==> src/rtl/imem_loader_pkg.sv <==
// Shared types and stream-format constants for the instruction-memory loader.
package imem_loader_pkg;

  typedef enum logic [2:0] {
    S_IDLE,
    S_LEN_HI,
    S_LEN_LO,
    S_DATA,
    S_CSUM,
    S_DONE,
    S_ERR
  } state_t;

  localparam int LEN_BYTES      = 2;
  localparam int BYTES_PER_WORD = 4;

endpackage

==> src/rtl/imem_loader_word_assembler.sv <==
// Packs big-endian bytes into 32-bit words and presents each finished word for one cycle.
module word_assembler
  import imem_loader_pkg::*;
(
  input  logic        sysclk,
  input  logic        rstd,
  input  logic        clr,
  input  logic        byte_valid,
  input  logic [7:0]  byte_data,
  output logic        word_last,
  output logic        word_valid,
  output logic [31:0] word_data
);

  logic [1:0]  cnt;
  logic [23:0] shreg;

  assign word_last = byte_valid && (cnt == 2'(BYTES_PER_WORD - 1));

  // word_data is separate from shreg so the next word can start arriving while it is written.
  always_ff @(posedge sysclk or posedge rstd) begin
    if (rstd) begin
      cnt        <= '0;
      shreg      <= '0;
      word_valid <= 1'b0;
      word_data  <= '0;
    end else begin
      word_valid <= word_last;
      if (clr) begin
        cnt   <= '0;
        shreg <= '0;
      end else if (byte_valid) begin
        shreg <= {shreg[15:0], byte_data};
        cnt   <= cnt + 2'd1;
        if (word_last) word_data <= {shreg, byte_data};
      end
    end
  end

endmodule

==> src/rtl/imem_loader.sv <==
// Loads a length-prefixed, XOR-checksummed program image into instruction memory
// and holds the core in reset until the image has been verified.
//
// state    | meaning
// IDLE     | no load yet, core free
// LEN_HI   | waiting for word count high byte
// LEN_LO   | waiting for word count low byte
// DATA     | receiving instruction words
// CSUM     | waiting for checksum byte
// DONE     | image verified, core released
// ERR      | overflow or bad checksum, core held
module imem_loader
  import imem_loader_pkg::*;
#(
  parameter int ADDR_W = 8,
  parameter int WORDS  = 256
) (
  input  logic              sysclk,
  input  logic              rstd,
  input  logic              start,
  input  logic              rx_valid,
  input  logic [7:0]        rx_data,
  output logic              rx_ready,
  output logic              im_we,
  output logic [ADDR_W-1:0] im_addr,
  output logic [31:0]       im_wdata,
  output logic              cpu_hold,
  output logic              done,
  output logic              err
);

  localparam logic [15:0] WORDS_L = 16'(WORDS);

  state_t      state, next_state;
  logic [7:0]  len_hi;
  logic [15:0] n_len;
  logic [15:0] word_idx;
  logic [7:0]  xsum;
  logic [15:0] n_full;
  logic        xfer;
  logic        data_xfer;
  logic        start_ok;
  logic        word_last;
  logic        next_rx;

  assign xfer      = rx_valid && rx_ready;
  assign data_xfer = xfer && (state == S_DATA);
  assign n_full    = {len_hi, rx_data};
  assign start_ok  = start && (state == S_IDLE || state == S_DONE || state == S_ERR);

  word_assembler u_asm (
    .sysclk     (sysclk),
    .rstd       (rstd),
    .clr        (start_ok),
    .byte_valid (data_xfer),
    .byte_data  (rx_data),
    .word_last  (word_last),
    .word_valid (im_we),
    .word_data  (im_wdata)
  );

  always_ff @(posedge sysclk or posedge rstd) begin
    if (rstd) state <= S_IDLE;
    else      state <= next_state;
  end

  always_comb begin
    next_state = state;
    unique case (state)
      S_IDLE, S_DONE, S_ERR: if (start) next_state = S_LEN_HI;
      S_LEN_HI: if (xfer) next_state = S_LEN_LO;
      S_LEN_LO: begin
        if (xfer) begin
          if (n_full > WORDS_L)    next_state = S_ERR;
          else if (n_full == '0)   next_state = S_CSUM;
          else                     next_state = S_DATA;
        end
      end
      S_DATA: if (word_last && (word_idx + 16'd1 == n_len)) next_state = S_CSUM;
      S_CSUM: if (xfer) next_state = (rx_data == xsum) ? S_DONE : S_ERR;
      default: next_state = S_IDLE;
    endcase
  end

  always_ff @(posedge sysclk or posedge rstd) begin
    if (rstd) begin
      len_hi   <= '0;
      n_len    <= '0;
      word_idx <= '0;
      xsum     <= '0;
      im_addr  <= '0;
    end else if (start_ok) begin
      len_hi   <= '0;
      n_len    <= '0;
      word_idx <= '0;
      xsum     <= '0;
    end else if (xfer && state == S_LEN_HI) begin
      len_hi <= rx_data;
    end else if (xfer && state == S_LEN_LO) begin
      n_len <= n_full;
    end else if (data_xfer) begin
      xsum <= xsum ^ rx_data;
      if (word_last) begin
        im_addr  <= word_idx[ADDR_W-1:0];
        word_idx <= word_idx + 16'd1;
      end
    end
  end

  // Status outputs are registered from next_state so they line up with the state register.
  assign next_rx = (next_state == S_LEN_HI) || (next_state == S_LEN_LO) ||
                   (next_state == S_DATA)   || (next_state == S_CSUM);

  always_ff @(posedge sysclk or posedge rstd) begin
    if (rstd) begin
      rx_ready <= 1'b0;
      cpu_hold <= 1'b0;
      done     <= 1'b0;
      err      <= 1'b0;
    end else begin
      rx_ready <= next_rx;
      cpu_hold <= next_rx || (next_state == S_ERR);
      done     <= (next_state == S_DONE);
      err      <= (next_state == S_ERR);
    end
  end

endmodule

==> config.mk <==
export PLATFORM = sky130hd
export DESIGN_NAME = imem_loader
export DESIGN_NICKNAME = d
export VERILOG_FILES = /design/src/rtl/imem_loader_pkg.sv /design/src/rtl/imem_loader_word_assembler.sv /design/src/rtl/imem_loader.sv
export SDC_FILE = /design/constraint.sdc
export NUM_CORES = 1
export LEC_CHECK = 0
export ABC_AREA = 1
export CAP_MARGIN = 5
export CORE_MARGIN = 10
export CORE_UTILIZATION = 51
export DETAILED_ROUTE_END_ITERATION = 8
export GPL_ROUTABILITY_DRIVEN = 0
export GPL_TIMING_DRIVEN = 0
export PLACE_DENSITY_LB_ADDON = 0.1
export SETUP_SLACK_MARGIN = 0.05
export SYNTH_ARGS = -nofsm -noshare
export SYNTH_HDL_FRONTEND = slang
export SYNTH_SLANG_ARGS = --single-unit
==> constraint.sdc <==
create_clock -name sysclk -period 3.64 [get_ports sysclk]
set_input_delay 0.364 -clock sysclk [delete_from_list [all_inputs] [get_ports sysclk]]
set_output_delay 0.364 -clock sysclk [all_outputs]
set_load 0.01 [all_outputs]
## Word-level counts from Yosys, hierarchy flattened

Index checks and enable logic that the tools add are counted.

| cells by class | value |
|---|---|
| reductions and logical operators | 25 |
| bitwise logic cells | 4 |
| order comparisons | 1 |
| add/subtract/negate cells | 2 |
| equal/unequal tests | 17 |
| muxes and demuxes | 27 |

Operators with widths:

| kind | count |
|---|---|
| $mux W16 | 8 |
| $mux W24 | 2 |
| $mux W8 | 6 |
| $mux W3 | 7 |
| $eq A3 B3 Y1 const B | 6 |
| $add A16 B1 Y16 const B | 1 |
| $eq A16 B16 Y1 | 1 |
| $gt A16 B9 Y1 const B | 1 |
| $logic_not A16 Y1 | 1 |
| $pmux W3 S5 | 1 |
| $eq A3 B2 Y1 const B | 4 |
| $eq A8 B8 Y1 | 1 |
| $reduce_bool A2 Y1 | 4 |
| $xor A8 B8 Y8 | 1 |
| $logic_and A1 B1 Y1 | 7 |
| $eq A3 B1 Y1 const B | 2 |
| $logic_or A1 B1 Y1 | 6 |
| $mux W2 | 3 |
| $reduce_and A3 Y1 | 2 |
| $reduce_and A5 Y1 | 1 |
| $ne A2 B2 Y1 const B | 2 |
| $reduce_and A4 Y1 | 1 |
| $logic_not A3 Y1 | 1 |
| $not A1 Y1 | 3 |
| 4 further kinds | 4 |

| storage, ports and cells | value |
|---|---|
| register bits after elaboration | 122 |
| input bits | 12 |
| logic and storage cells | 90 |
| output and inout bits | 45 |

## Depth between registers and ports, before layout

Gate-level depths: netlist (run 1).

| logic depth | value |
|---|---|
| word-level depth | 11 |
| gate-level depth with buffers | 16 |
| gate-level depth less buffers | 16 |

## By module

From an unflattened synthesis (run 1), not the netlist that was laid out.

| unflattened totals | value |
|---|---|
| cells, all modules | 711 |
| area total of the unflattened synthesis | 5845.6 um2 |

Modules (own cells, without submodules):

| module | cells an instance | seq. area each (um2) | times used | area an instance (um2) |
|---|---|---|---|---|
| imem_loader | 449 | 1576.5 | 1 | 3387.0 |
| word_assembler | 262 | 1476.4 | 1 | 2458.6 |

## Least setup slack after synthesis (run 1)

OpenSTA, ideal clock, no wires.

| timing | value |
|---|---|
| path kind | reg2reg |
| start point | register word_idx[0] |
| end point | register rx_ready |
| buffers on the path | 0 |
| required time | 3.522 ns |
| slack | 1.795 ns |
| setup time | 0.118 ns |
| arrival time | 1.727 ns |
| period minus slack after synthesis | 1.845 ns |
| cell stages (with the launch flop) | 17 |
| cells stage by stage | dfrtp_1 -> ha_1 -> nand2_2 -> nor2_4 -> nand3_4 -> nand2_2 -> nand2_1 -> nand2_1 -> nand2_1 -> nor2_1 -> nand2_1 -> nor2_2 -> nand2_2 -> nand2_4 -> nand3_1 -> nand2_1 -> nand2_1 |

| on the way | value |
|---|---|
| longest elaborated chain between the ends | 9 |
| elaborated cells between the ends (all ways) | 12 |
| classes of those cells | add/sub (1); eq/ne (5); mux (2); reduce/logical (4) |

Ends and longest elaborated chain:

| what | RTL line | text |
|---|---|---|
| start, declared | imem_loader.sv:37 | `logic [15:0] word_idx;` |
| start signal, assigned | imem_loader.sv:105 | `word_idx <= word_idx + 16'd1;` |
| $add A16 B1 Y16 (*) | imem_loader.sv:79 | `S_DATA: if (word_last && (word_idx + 16'd1 == n_len)) next_state = S_CSUM;` |
| $eq A16 B16 Y1 (*) | imem_loader.sv:79 |  |
| $logic_and A1 B1 Y1 (*) | imem_loader.sv:79 |  |
| $mux W3 (*) | imem_loader.sv:79 |  |
| $pmux W3 S5 (*) | imem_loader.sv:69 | `unique case (state)` |
| $eq A3 B1 Y1 / $eq A3 B2 Y1 (equally long branches) | imem_loader.sv:111 | `assign next_rx = (next_state == S_LEN_HI) \|\| (next_state == S_LEN_LO) \|\|` |
| $logic_or A1 B1 Y1 (2 in a row) | imem_loader.sv:111 |  |
| $logic_or A1 B1 Y1 (*) | imem_loader.sv:112 | `(next_state == S_DATA) \|\| (next_state == S_CSUM);` |
| via next_rx | imem_loader.sv:44 | `logic next_rx;` |
| end signal, assigned | imem_loader.sv:121 | `rx_ready <= next_rx;` |
| end, declared | imem_loader.sv:23 | `output logic rx_ready,` |

Mark *: on every way through the listed nets, which the timed path passes. The rest lies on a longest branch.
A chain may end at the register's enable or synchronous reset.

## Worst setup path in the final report (run 1)

Ends and elaborated chain as after synthesis.

==> results of run 1 <==
## cell type report
type	count	area share (%)
Buffer	21	1.348
Timing Repair Buffer	59	9.038
Tap cell	136	2.478
Inverter	83	4.592
Clock inverter	11	2.168
Sequential cell	122	44.46
Multi-Input combinational cell	415	29.63
Clock buffer	19	6.286
## how the worst max path moves through the flow
stage / to / slack (ns) / cells past startpoint
3_3_place_gp: state[2] / 0.69 / 2
3_5_place_dp: word_idx[5] / 1.21 / 7
5_1_grt: rx_ready / 1.17 / 16
2_1_floorplan: cpu_hold / 1.78 / 1
6_report: rx_ready / 1.37 / 16
4_1_cts: rx_ready / 1.41 / 16
## cell families after synthesis
logic type | Yosys count | synth area share [%]
simple gates | 284 | 22.76
flops | 122 | 55.59
compound gates | 119 | 12.24
buf+inv | 104 | 7.359
xor+xnor | 10 | 1.595
fa+ha+maj | 2 | 0.4556
## layer usage
metal,track usage (%),wire [um]
met5,0,0
met4,6.477,136
met3,4.389,713
met2,29.83,6595
met1,25.26,6166
## power by group
group	internal, uW	leakage [uW]	switching (uW)	total [uW]
registers	1660	0.00166	182	1840
logic	465	0.00130	792	1260
clock network	1050	0.000276	606	1660
total	3170	0.00324	1580	4750
## Yosys cell counts
| master | n | area [um2] |
|---|---|---|
| sky130_fd_sc_hd__nor3_1 | 3 | 15.01 |
| sky130_fd_sc_hd__nand2_2 | 8 | 50.05 |
| sky130_fd_sc_hd__nor2_4 | 5 | 56.30 |
| sky130_fd_sc_hd__o21ai_0 | 70 | 350.3 |
| sky130_fd_sc_hd__nand3_4 | 1 | 17.52 |
| sky130_fd_sc_hd__ha_1 | 2 | 25.02 |
| sky130_fd_sc_hd__a22o_1 | 6 | 52.55 |
| sky130_fd_sc_hd__nand2_1 | 175 | 656.9 |
| sky130_fd_sc_hd__nor2_2 | 2 | 12.51 |
| sky130_fd_sc_hd__a21oi_1 | 3 | 15.01 |
| sky130_fd_sc_hd__o21ai_1 | 2 | 10.01 |
| sky130_fd_sc_hd__nand3b_1 | 2 | 15.01 |
| sky130_fd_sc_hd__dfrtp_1 | 122 | 3053 |
| sky130_fd_sc_hd__buf_4 | 1 | 7.510 |
| sky130_fd_sc_hd__nor4_1 | 1 | 6.260 |
| sky130_fd_sc_hd__buf_2 | 8 | 40.04 |
| sky130_fd_sc_hd__nand3_1 | 42 | 210.2 |
| sky130_fd_sc_hd__clkbuf_1 | 11 | 41.29 |
| sky130_fd_sc_hd__nand2_4 | 1 | 11.26 |
| sky130_fd_sc_hd__o22ai_1 | 35 | 219.0 |
| sky130_fd_sc_hd__o21a_1 | 1 | 7.510 |
| sky130_fd_sc_hd__inv_2 | 2 | 7.510 |
| sky130_fd_sc_hd__nor2_1 | 32 | 120.1 |
| sky130_fd_sc_hd__o21ai_2 | 1 | 8.760 |
| sky130_fd_sc_hd__nand3_2 | 1 | 10.01 |
| sky130_fd_sc_hd__xnor2_1 | 4 | 35.03 |
| sky130_fd_sc_hd__a21oi_2 | 1 | 8.760 |
| sky130_fd_sc_hd__xor2_1 | 6 | 52.55 |
| sky130_fd_sc_hd__buf_1 | 1 | 3.750 |
| sky130_fd_sc_hd__inv_1 | 81 | 304.0 |
| sky130_fd_sc_hd__nand4_1 | 11 | 68.82 |
## stage by stage
| step | cell area, um2 | total power [uW] | util [%] | setup slack (ns) |
|---|---|---|---|---|
| finish | 6867 | 4754 | 65.92 | 1.369 |
| global route | 6867 | 5046 | 65.92 | 1.170 |
| CTS | 6867 | 4774 | 65.92 | 1.414 |
| detailed placement | 6286 | 3104 | 60.35 | 1.208 |
| global placement | 6226 | 3053 | 59.77 | 0.6850 |
| floorplan | 5495 | 2691 | - | 1.779 |
## flip-flops by register name (all words and copies together) (netlist names)
register          count
cpu_hold              1
done                  1
err                   1
im_addr               8
len_hi                8
n_len                16
rx_ready              1
state                 3
u_asm.cnt             2
u_asm.shreg          24
u_asm.word_data      32
u_asm.word_valid      1
word_idx             16
xsum                  8
## critical path, stage by stage (launching register included)
cell and delay [ns]:
sky130_fd_sc_hd__dfrtp_1 0.44, sky130_fd_sc_hd__ha_1 0.27, sky130_fd_sc_hd__nand2_2 0.10, sky130_fd_sc_hd__nor2_4 0.22, sky130_fd_sc_hd__nand2_1 0.10, sky130_fd_sc_hd__nand3_1 0.08, sky130_fd_sc_hd__nand2_1 0.06, sky130_fd_sc_hd__inv_1 0.05
sky130_fd_sc_hd__nand2_1 0.05, sky130_fd_sc_hd__nor2_1 0.13, sky130_fd_sc_hd__nand3_1 0.11, sky130_fd_sc_hd__nor2_1 0.13, sky130_fd_sc_hd__nand2_2 0.12, sky130_fd_sc_hd__nand2_4 0.10, sky130_fd_sc_hd__nand3_1 0.07, sky130_fd_sc_hd__nand2_1 0.09
sky130_fd_sc_hd__nand2_1 0.05
==> insert_results.sql, run 1 <==
INSERT INTO impl_metrics (metric_group, metric, value, unit) VALUES
('yosys', 'postSynthAreaPerCell', '8.567', 'um2'),
('cts', 'clock_sink_count', '122', ''),
('yosys', 'synth.yosys.warnings', '0', ''),
('timing', 'final.setup_skew', '0.007208', 'ns'),
('cells_and_area', 'n_antenna_cell', '0', ''),
('timing', 'setup_violations', '0', ''),
('timing', 'fmaxAchievable', '440.3', 'MHz'),
('setup_path', 'critPathKind', 'reg2reg', ''),
('cells_and_area', 'multi_input_area', '2034', 'um2'),
('setup_path', 'critical_register_to_register_path_startpoint', 'word_idx[0]', ''),
('floorplanning', 'floorplan.die_area', '15320', 'um2'),
('yosys', 'post_synth_inst_count', '641', ''),
('cells_and_area', 'post_route_cells_drive_above_1_share', '8.767', '%'),
('yosys', 'syn_area', '5492', 'um2'),
('cts', 'cts-resized-gates', '0', ''),
('yosys', 'yosysSeqAreaShare', '55.59', '%'),
('cells_and_area', 'layout_commonest_cell', 'sky130_fd_sc_hd__nand2_1', ''),
('placed_design', 'buffer_ports.inserted', '56', ''),
('timing', 'finalSetupTns', '0', 'ns'),
('floorplanning', 'chipHeight', '123.8', 'um'),
('power', 'irDropWorstVdd', '0.3457', 'mV'),
('timing', 'finalMaxSlewViolations', '0', ''),
('cells_and_area', 'layout.area.seq', '3053', 'um2'),
('placed_design', 'hpwlAfterDp', '10.01', 'mm'),
('cts', 'cts_tree', 'yes', ''),
('cells_and_area', 'layout.cells.most_common_list', 'sky130_fd_sc_hd__nand2_1 (175), sky130_fd_sc_hd__dfrtp_1 (122), sky130_fd_sc_hd__inv_1 (80), sky130_fd_sc_hd__o21ai_0 (70), sky130_fd_sc_hd__clkdlybuf4s50_1 (56)', ''),
('cts', 'holdBufCountCts', '0', ''),
('power', 'leakage', '0.003238', 'uW'),
('timing', 'slew_headroom', '64.61', '%'),
('detailed_routing', 'drt_iter0_drc', '436', ''),
('cells_and_area', 'layout-area-overhead-vs-synth', '25.04', '%'),
('detailed_routing', 'count_of_vias_placed_by_the_detailed_router', '4658', ''),
('detailed_routing', 'detail_route.first_pass.iterations', '8', ''),
('floorplanning', 'design.core.area', '10420', 'um2'),
('cts', 'cts_post_setup_buffers_inserted', '0', ''),
('timing', 'finalHoldViolations', '0', ''),
('floorplanning', 'placement_rows', '37', ''),
('yosys', 'synth.distinct_cells', '31', ''),
('global_route', 'globalRoute.totalOverflow', '0', ''),
('setup_path', 'timing.critical_path.to_type', 'flip-flop', ''),
('cts', 'cts_made_buffers', '17', ''),
('run', 'cap_violations', '0', ''),
('cells_and_area', 'fill_cells', '912', ''),
('power', 'power.density', '692.3', 'nW/um2'),
('placed_design', 'dpl.cell_count', '836', ''),
('cts', 'clk_pin_slew', '0.06', 'ns'),
('setup_path', 'reg2reg_end', 'rx_ready', ''),
('setup_path', 'cp_max_fo', '7', ''),
('detailed_routing', 'detail_route.drc_violations', '0', ''),
('setup_path', 'worst-endpoint-arrival', '2.68', 'ns'),
('min_path', 'worstHoldPathType', 'in2async', ''),
('timing', 'period_share', '62.40', '%'),
('global_route', 'grtUsageTotal', '18.94', '%'),
('floorplanning', 'start_util', '52.72', '%'),
('setup_path', 'critPathLaunch', 'word_idx[0]', ''),
('floorplanning', 'chipWidth', '123.8', 'um'),
('timing', 'timing.final.crit_period', '2.271', 'ns'),
('cts', 'ctsHtreeMaxLevel', '4', ''),
('global_route', 'global_route_wire_length_before_repair', '22.74', 'mm'),
('detailed_routing', 'drt-total-wl', '13.61', 'mm'),
('detailed_routing', 'detail-route-antenna-nets', '0', ''),
('cts', 'clock_tree.root_cell', 'sky130_fd_sc_hd__clkbuf_8', ''),
('cts', 'worstSkewPairLatency', '0.52', 'ns'),
('cells_and_area', 'design.final.nets', '733', ''),
('timing', 'tightestPinTransition', '0.5308', 'ns'),
('timing', 'grt_setup_unrepaired', 'false', ''),
('detailed_routing', 'routed_via_density', '5.379', ''),
('global_route', 'grt_pass1_vias', '4511', ''),
('global_route', 'antenna_found_initial', '0', ''),
('detailed_routing', 'routedWlPerCell', '15.72', 'um'),
('setup_path', 'r2r_cells', '16', ''),
('setup_path', 'ff2ff_setup_slack', '1.37', 'ns'),
('cells_and_area', 'finalNonFillerCells', '866', ''),
('yosys', 'mappedNetlistNets', '655', ''),
('global_route', 'grt_start_max_net_pins', '44', ''),
('yosys', 'synth-seq-cells', '122', ''),
('cts', 'max-clock-path-buffers', '2', ''),
('status', 'status', 'completed', ''),
('floorplanning', 'top_level_ports', '57', ''),
('timing', 'final.hold.worst_slack', '0.08557', 'ns'),
('setup_path', 'critical_path.startpoint_type', 'flip-flop', ''),
('setup_path', 'critPathRequiredTime', '4.05', 'ns');
Note: power is estimated with default switching activity, not from simulation.
==> run 2: changes to the inputs <==
--- a/config.mk
+++ b/config.mk
@@ -8,7 +8,7 @@
 export ABC_AREA = 1
 export CAP_MARGIN = 5
 export CORE_MARGIN = 10
-export CORE_UTILIZATION = 51
+export CORE_UTILIZATION = 55
 export DETAILED_ROUTE_END_ITERATION = 8
 export GPL_ROUTABILITY_DRIVEN = 0
 export GPL_TIMING_DRIVEN = 0
==> constraint.sdc (replaced) <==
create_clock -name sysclk -period 2.17 [get_ports sysclk]
set_input_delay 0.217 -clock sysclk [delete_from_list [all_inputs] [get_ports sysclk]]
set_output_delay 0.217 -clock sysclk [all_outputs]
set_load 0.01 [all_outputs]
==> run 2 against run 1 <==
Against the previous run:
- non-clock buffer count increased by 10
- clock power increased by 64%
- sequential power increased by 68%
- clock skew about the same
- clock-buffer cell count increased by 2
- combinational power increased by 76%
- critical endpoint is now cpu_hold
- critical path type unchanged
- highest routed layer unchanged
==> insert_results.sql, run 2 (synthesized netlist as in run 1, its figures left out) <==
INSERT INTO impl_metrics (metric_group, metric, value, unit) VALUES
('status', 'status', 'completed', ''),
('detailed_routing', 'routed_via_density', '5.458', ''),
('setup_path', 'cp_num_buf_inv', '3', ''),
('global_route', 'grt_pass1_vias', '4845', ''),
('cells_and_area', 'design.final.nets', '743', ''),
('timing', 'tightestPinTransition', '0.5553', 'ns'),
('setup_path', 'cp_max_fo', '6', ''),
('floorplanning', 'floorplan.die_area', '14380', 'um2'),
('setup_path', 'timing.critical_path.cells', 'ha_4 -> nand2_4 -> nor2_4 -> buf_6 -> nand3_4 -> o21ai_2 -> buf_4 -> nand3_1 -> nand3_2 -> nor2_2 -> nand2_2 -> nand2_4 -> buf_4 -> nand3_1 -> nand2_2', ''),
('setup_path', 'critPathRequiredTime', '2.57', 'ns'),
('global_route', 'grt_start_max_net_pins', '40', ''),
('timing', 'finalHoldViolations', '0', ''),
('power', 'cell_internal_pwr', '5398', 'uW'),
('setup_path', 'critPathLaunch', 'word_idx[1]', ''),
('placed_design', 'buffer_ports.inserted', '56', ''),
('min_path', 'worstHoldPathType', 'in2async', ''),
('timing', 'setup_violations', '0', ''),
('power', 'share_clk_of_total_power', '33.9', '%'),
('global_route', 'antenna_found_initial', '0', ''),
('timing', 'final.setup_skew', '0.007373', 'ns'),
('cells_and_area', 'fill_cells', '745', ''),
('floorplanning', 'chipHeight', '119.9', 'um'),
('cells_and_area', 'largest_register_ffs', '32', ''),
('cells_and_area', 'layout-area-overhead-vs-synth', '27.25', '%'),
('timing', 'fmaxAchievable', '474.9', 'MHz'),
('run', 'cap_violations', '0', ''),
('setup_path', 'critical_path.max_stage_delay', '0.40', 'ns'),
('setup_path', 'critical_path.top_delay_family', 'simple AND/OR/NAND/NOR gates', ''),
('power', 'leakage', '0.003321', 'uW'),
('global_route', 'grtUsageTotal', '20.25', '%'),
('cts', 'ctsHtreeMaxLevel', '4', ''),
('timing', 'final.hold.worst_slack', '0.06593', 'ns'),
('floorplanning', 'placement_rows', '36', ''),
('detailed_routing', 'detail_route.drc_violations', '0', ''),
('power', 'switching_component_of_the_power', '2631', 'uW'),
('cts', 'max-clock-path-buffers', '2', ''),
('detailed_routing', 'count_of_vias_placed_by_the_detailed_router', '4759', ''),
('power', 'combinationalPowerShare', '27.7', '%'),
('power', 'seq_power_share', '38.5', '%'),
('setup_path', 'critPathKind', 'reg2reg', ''),
('timing', 'period_share', '97.04', '%'),
('setup_path', 'critical_path.startpoint_type', 'flip-flop', ''),
('cells_and_area', 'layout.cells.most_common_list', 'sky130_fd_sc_hd__nand2_1 (170), sky130_fd_sc_hd__dfrtp_1 (121), sky130_fd_sc_hd__inv_1 (80), sky130_fd_sc_hd__o21ai_0 (70), sky130_fd_sc_hd__clkdlybuf4s50_1 (56)', ''),
('cts', 'clock_tree.root_cell', 'sky130_fd_sc_hd__clkbuf_8', ''),
('cells_and_area', 'largest_register', 'u_asm.word_data', ''),
('timing', 'slew_headroom', '62.98', '%'),
('floorplanning', 'top_level_ports', '57', ''),
('placed_design', 'hpwlAfterDp', '10.07', 'mm'),
('global_route', 'globalRoute.totalOverflow', '0', ''),
('cells_and_area', 'reg_top3', 'u_asm.word_data x32, u_asm.shreg x24', ''),
('detailed_routing', 'detail_route.first_pass.iterations', '5', ''),
('global_route', 'global_route_wire_length_before_repair', '23.78', 'mm'),
('cells_and_area', 'n_antenna_cell', '0', ''),
('cts', 'clk_pin_slew', '0.05', 'ns'),
('power', 'irDropWorstVdd', '0.8691', 'mV'),
('setup_path', 'worst-endpoint-arrival', '2.51', 'ns'),
('cells_and_area', 'post_route_cells_drive_above_1_share', '11.64', '%'),
('detailed_routing', 'drt_iter0_drc', '396', ''),
('detailed_routing', 'detail-route-antenna-nets', '0', ''),
('setup_path', 'critical_register_to_register_path_startpoint', 'word_idx[1]', ''),
('timing', 'timing.final.crit_period', '2.106', 'ns'),
('setup_path', 'timing.critical_path.to_type', 'flip-flop', ''),
('cts', 'clock_sink_count', '122', ''),
('cts', 'cts_tree', 'yes', ''),
('cts', 'holdBufCountCts', '0', ''),
('power', 'power.density', '1149', 'nW/um2'),
('floorplanning', 'start_util', '56.44', '%'),
('cells_and_area', 'layout_commonest_cell', 'sky130_fd_sc_hd__nand2_1', ''),
('floorplanning', 'design.core.area', '9729', 'um2'),
('detailed_routing', 'routedWlPerCell', '16.10', 'um'),
('floorplanning', 'chipWidth', '119.9', 'um'),
('power', 'power.total', '8029', 'uW'),
('cts', 'worstSkewPairLatency', '0.51', 'ns'),
('timing', 'finalMaxSlewViolations', '0', ''),
('cts', 'cts_made_buffers', '17', ''),
('power', 'sw_frac_of_total', '32.77', '%'),
('detailed_routing', 'drt-total-wl', '14.04', 'mm'),
('setup_path', 'critical-path-slowest-cell', 'sky130_fd_sc_hd__dfrtp_1', ''),
('timing', 'grt_setup_unrepaired', 'true', '');
## run 2: worst paths after layout
check,slack (ns),end,cells past startpoint
worst max-delay path,0.06,cpu_hold,15
worst min-delay path,0.07,im_addr[4],2
worst max register to register,0.06,cpu_hold,15
worst min register to register,0.48,u_asm.cnt[0],1
max in group asynchronous,1.30,u_asm.shreg[4],4
min in group sysclk,0.44,u_asm.word_data[4],3
## run 2: timing repair
action	CTS	global route
buffers inserted	2	8
resized for setup	4	15
cloned	0	0
pin swaps	2	14
setup endpoints to repair	8	27
## run 2: power by group through the flow
stage,Sequential [uW],Clock [uW],Combinational (uW)
2_1_floorplan,3080,0,1440
3_3_place_gp,3100,0,2000
3_5_place_dp,3110,0,2090
4_1_cts,3080,2740,2130
5_1_grt,3150,2850,2510
6_report,3090,2720,2220
## run 2: layer usage
layer  part of all wire, %  wire length [um]  GRT usage (%)  vias to the layer above
li1                      -                 -              -                     2284
met1                    43              6076          25.50                     2263
met2                    48              6766          32.74                      183
met3                   6.6               931          5.298                       29
met4                   1.9               262          7.843                        0
met5                     0                 0              0                        -
## run 2: per-stage QoR
| step | instances | TNS (ns) | area [um2] | utilization (%) | setup WS (ns) |
|---|---|---|---|---|---|
| floorplan | 641 | 0 | 5495 | - | 0.3249 |
| global placement | 830 | -76.90 | 6222 | 63.95 | -0.6166 |
| detailed placement | 833 | -3.015 | 6282 | 64.57 | -0.2384 |
| CTS | 864 | 0 | 6883 | 70.74 | 0.06431 |
| global route | 872 | -0.1405 | 6988 | 71.82 | -0.06464 |
| finish | 872 | 0 | 6988 | 71.82 | 0.06431 |
## run 2: cell type report
cell class,instances,area [um2],area share [%]
inverters,83,315.3,4.512
plain buffers,21,96.34,1.379
clock buffers,21,449.2,6.428
well taps,133,166.4,2.381
multi-input cells,415,2086,29.85
repair buffers,69,699.4,10.01
clock inverters,8,121.4,1.737
flip-flops and latches,122,3054,43.71
==> run 3: changes to the inputs <==
--- a/config.mk
+++ b/config.mk
@@ -12,8 +12,9 @@
 export DETAILED_ROUTE_END_ITERATION = 8
 export GPL_ROUTABILITY_DRIVEN = 0
 export GPL_TIMING_DRIVEN = 0
-export PLACE_DENSITY_LB_ADDON = 0.1
+export PLACE_DENSITY = 0.78
 export SETUP_SLACK_MARGIN = 0.05
+export SKIP_CTS_REPAIR_TIMING = 1
 export SYNTH_ARGS = -nofsm -noshare
 export SYNTH_HDL_FRONTEND = slang
 export SYNTH_SLANG_ARGS = --single-unit
==> run 3 against run 2 <==
Against the previous run:
- the run now ends with setup timing left
- maximum frequency down 3.1%
- final cell count grew 0.46%
- clock skew is 0.00055 ns lower
- critical endpoint unchanged
- largest cell class unchanged
- highest routed layer unchanged
==> insert_results.sql, run 3 (synthesized netlist as in run 1, its figures left out) <==
INSERT INTO impl_metrics (metric_group, metric, value, unit) VALUES
('detailed_routing', 'detail_route.first_pass.iterations', '6', ''),
('timing', 'grt_setup_unrepaired', 'true', ''),
('status', 'status', 'finished with violations', ''),
('floorplanning', 'chipWidth', '119.9', 'um'),
('detailed_routing', 'detail-route-antenna-nets', '0', ''),
('setup_path', 'critical_path.top_delay_family', 'simple AND/OR/NAND/NOR gates', ''),
('cts', 'clk_pin_slew', '0.06', 'ns'),
('cells_and_area', 'post_route_cells_drive_above_1_share', '11.98', '%'),
('floorplanning', 'design.core.area', '9729', 'um2'),
('cells_and_area', 'postLayoutCoreUtil', '72.24', '%'),
('floorplanning', 'chipHeight', '119.9', 'um'),
('power', 'cell_internal_pwr', '5418', 'uW'),
('power', 'combinationalPowerShare', '27.4', '%'),
('timing', 'period_share', '100.1', '%'),
('cells_and_area', 'reg_top3', 'u_asm.word_data x32, u_asm.shreg x24', ''),
('timing', 'final.setup_skew', '0.006819', 'ns'),
('power', 'irDropWorstVdd', '0.6488', 'mV'),
('global_route', 'grt_pass1_vias', '4760', ''),
('cts', 'clock_sink_count', '122', ''),
('timing', 'timing.final.crit_period', '2.173', 'ns'),
('global_route', 'global_route_wire_length_before_repair', '23.43', 'mm'),
('timing', 'fmaxAchievable', '460.2', 'MHz'),
('detailed_routing', 'detail_route.drc_violations', '0', ''),
('setup_path', 'critical_register_to_register_path_startpoint', 'word_idx[1]', ''),
('detailed_routing', 'drt_iter0_drc', '445', ''),
('min_path', 'worstHoldPathType', 'in2async', ''),
('power', 'seq_power_share', '37.8', '%'),
('timing', 'finalMaxSlewViolations', '0', ''),
('cts', 'worstSkewPairLatency', '0.52', 'ns'),
('detailed_routing', 'routedWlPerCell', '16.25', 'um'),
('cells_and_area', 'largest_register', 'u_asm.word_data', ''),
('run', 'cap_violations', '0', ''),
('setup_path', 'critical_path.max_stage_delay', '0.43', 'ns'),
('setup_path', 'critPathKind', 'reg2reg', ''),
('setup_path', 'ff2ff_setup_slack', '-0.003', 'ns'),
('setup_path', 'critical_path.startpoint_type', 'flip-flop', ''),
('setup_path', 'cp_max_fo', '5', ''),
('global_route', 'grt_start_max_net_pins', '45', ''),
('floorplanning', 'placement_rows', '36', ''),
('cells_and_area', 'layout_commonest_cell', 'sky130_fd_sc_hd__nand2_1', ''),
('global_route', 'antenna_found_initial', '0', ''),
('power', 'power.total', '8182', 'uW'),
('cts', 'clock_tree.root_cell', 'sky130_fd_sc_hd__clkbuf_8', ''),
('setup_path', 'worst-path-stages', '16', ''),
('global_route', 'globalRoute.totalOverflow', '0', ''),
('detailed_routing', 'routed_via_density', '5.466', ''),
('placed_design', 'buffer_ports.inserted', '56', ''),
('setup_path', 'timing.critical_path.cells', 'ha_4 -> nand2_4 -> nor2_4 -> nand2_2 -> nand3_1 -> nand2_1 -> inv_1 -> nand2_1 -> nor2_2 -> nand3_1 -> nor2_2 -> nand2_2 -> nand2_4 -> nand3_2 -> nand2_2 -> nand2_1', ''),
('power', 'share_clk_of_total_power', '34.7', '%'),
('status', 'violated_checks', 'setup timing', ''),
('cells_and_area', 'largest_register_ffs', '32', ''),
('cells_and_area', 'n_antenna_cell', '0', ''),
('floorplanning', 'floorplan.die_area', '14380', 'um2'),
('timing', 'postLayoutSetupSlackWorst', '-0.002884', 'ns'),
('placed_design', 'dpl.cell_count', '833', ''),
('cells_and_area', 'layout.cells.most_common_list', 'sky130_fd_sc_hd__nand2_1 (171), sky130_fd_sc_hd__dfrtp_1 (121), sky130_fd_sc_hd__inv_1 (80), sky130_fd_sc_hd__o21ai_0 (70), sky130_fd_sc_hd__clkdlybuf4s50_1 (56)', ''),
('power', 'switching_component_of_the_power', '2764', 'uW'),
('detailed_routing', 'count_of_vias_placed_by_the_detailed_router', '4788', ''),
('global_route', 'grtUsageTotal', '20.23', '%'),
('cts', 'max-clock-path-buffers', '2', ''),
('setup_path', 'timing.critical_path.to_type', 'flip-flop', ''),
('setup_path', 'worst-endpoint-arrival', '2.58', 'ns'),
('setup_path', 'critPathRequiredTime', '2.58', 'ns'),
('cts', 'ctsHtreeMaxLevel', '4', ''),
('timing', 'finalHoldViolations', '0', ''),
('power', 'leakage', '0.003329', 'uW'),
('cells_and_area', 'layout-area-overhead-vs-synth', '27.98', '%'),
('setup_path', 'r2r_cells', '16', ''),
('cts', 'cts_made_buffers', '17', ''),
('power', 'sw_frac_of_total', '33.78', '%'),
('cts', 'cts_tree', 'yes', ''),
('detailed_routing', 'drt-total-wl', '14.23', 'mm'),
('cells_and_area', 'fin_area', '7028', 'um2'),
('timing', 'slew_headroom', '63.23', '%'),
('cells_and_area', 'finalNonFillerCells', '876', ''),
('timing', 'setup_violations', '1', ''),
('timing', 'tightestPinTransition', '0.5515', 'ns'),
('placed_design', 'hpwlAfterDp', '9.986', 'mm'),
('setup_path', 'critical-path-slowest-cell', 'sky130_fd_sc_hd__dfrtp_1', ''),
('power', 'power.density', '1164', 'nW/um2'),
('floorplanning', 'top_level_ports', '57', ''),
('floorplanning', 'start_util', '56.44', '%'),
('setup_path', 'cp_num_buf_inv', '1', ''),
('setup_path', 'reg2reg_end', 'cpu_hold', ''),
('placed_design', 'placement_stage_cell_area', '6282', 'um2'),
('cells_and_area', 'design.final.nets', '744', '');
==> run 3: power by group through the flow <==
| stage | combinational (uW) | clock [uW] | sequential, uW |
|---|---|---|---|
| after detailed placement | 2090 | 0 | 3120 |
| after global placement | 1990 | 0 | 3090 |
| after floorplan | 1440 | 0 | 3080 |
| final | 2250 | 2840 | 3100 |
| after global routing | 2540 | 2980 | 3160 |
| after CTS | 2120 | 2860 | 3090 |
==> run 3: area by class of cell <==
| class | instances | area (um2) |
|---|---|---|
| clock inverters | 13 | 167.7 |
| flip-flops and latches | 122 | 3054 |
| repair buffers | 70 | 715.7 |
| fillers | 723 | 2701 |
| clock buffers | 19 | 431.7 |
| plain buffers | 21 | 98.84 |
| inverters | 83 | 315.3 |
| multi-input cells | 415 | 2078 |
| well taps | 133 | 166.4 |
==> run 3: stage by stage <==
stage / hold slack (ns) / setup WS [ns] / setup TNS [ns]
2_1_floorplan: 0.3901 / 0.3249 / 0
3_3_place_gp: 0.4578 / -0.5961 / -73.56
3_5_place_dp: 0.4644 / -0.1761 / -1.785
4_1_cts: 0.09618 / -0.1549 / -0.4400
5_1_grt: 0.1117 / -0.1823 / -0.8203
6_report: 0.09350 / -0.002884 / -0.002884
==> run 3: worst reg2reg max path, cell delays in order (launching register included) <==
cell	delay, ns
sky130_fd_sc_hd__dfrtp_1	0.43
sky130_fd_sc_hd__ha_4	0.20
sky130_fd_sc_hd__nand2_4	0.07
sky130_fd_sc_hd__nor2_4	0.20
sky130_fd_sc_hd__nand2_2	0.10
sky130_fd_sc_hd__nand3_1	0.10
sky130_fd_sc_hd__nand2_1	0.07
sky130_fd_sc_hd__inv_1	0.05
sky130_fd_sc_hd__nand2_1	0.08
sky130_fd_sc_hd__nor2_2	0.12
sky130_fd_sc_hd__nand3_1	0.10
sky130_fd_sc_hd__nor2_2	0.12
sky130_fd_sc_hd__nand2_2	0.10
sky130_fd_sc_hd__nand2_4	0.11
sky130_fd_sc_hd__nand3_2	0.07
sky130_fd_sc_hd__nand2_2	0.08
sky130_fd_sc_hd__nand2_1	0.05
==> run 3: worst max path at each step <==
stage | start | to | slack (ns)
after floorplan | word_idx[0] | rx_ready | 0.32
after detailed placement | rx_valid | word_idx[0] | -0.18
final | word_idx[1] | cpu_hold | -0.003
after global routing | word_idx[1] | cpu_hold | -0.18
after global placement | rstd | state[2] | -0.60
after CTS | word_idx[0] | cpu_hold | -0.15
==> run 3: routing by layer <==
layer / part of all wire, % / global-route usage, % / up-vias
li1: - / - / 2278
met1: 43 / 24.95 / 2305
met4: 2.0 / 7.014 / 0
met2: 49 / 32.63 / 170
met3: 6.3 / 6.751 / 35
met5: 0 / 0 / -
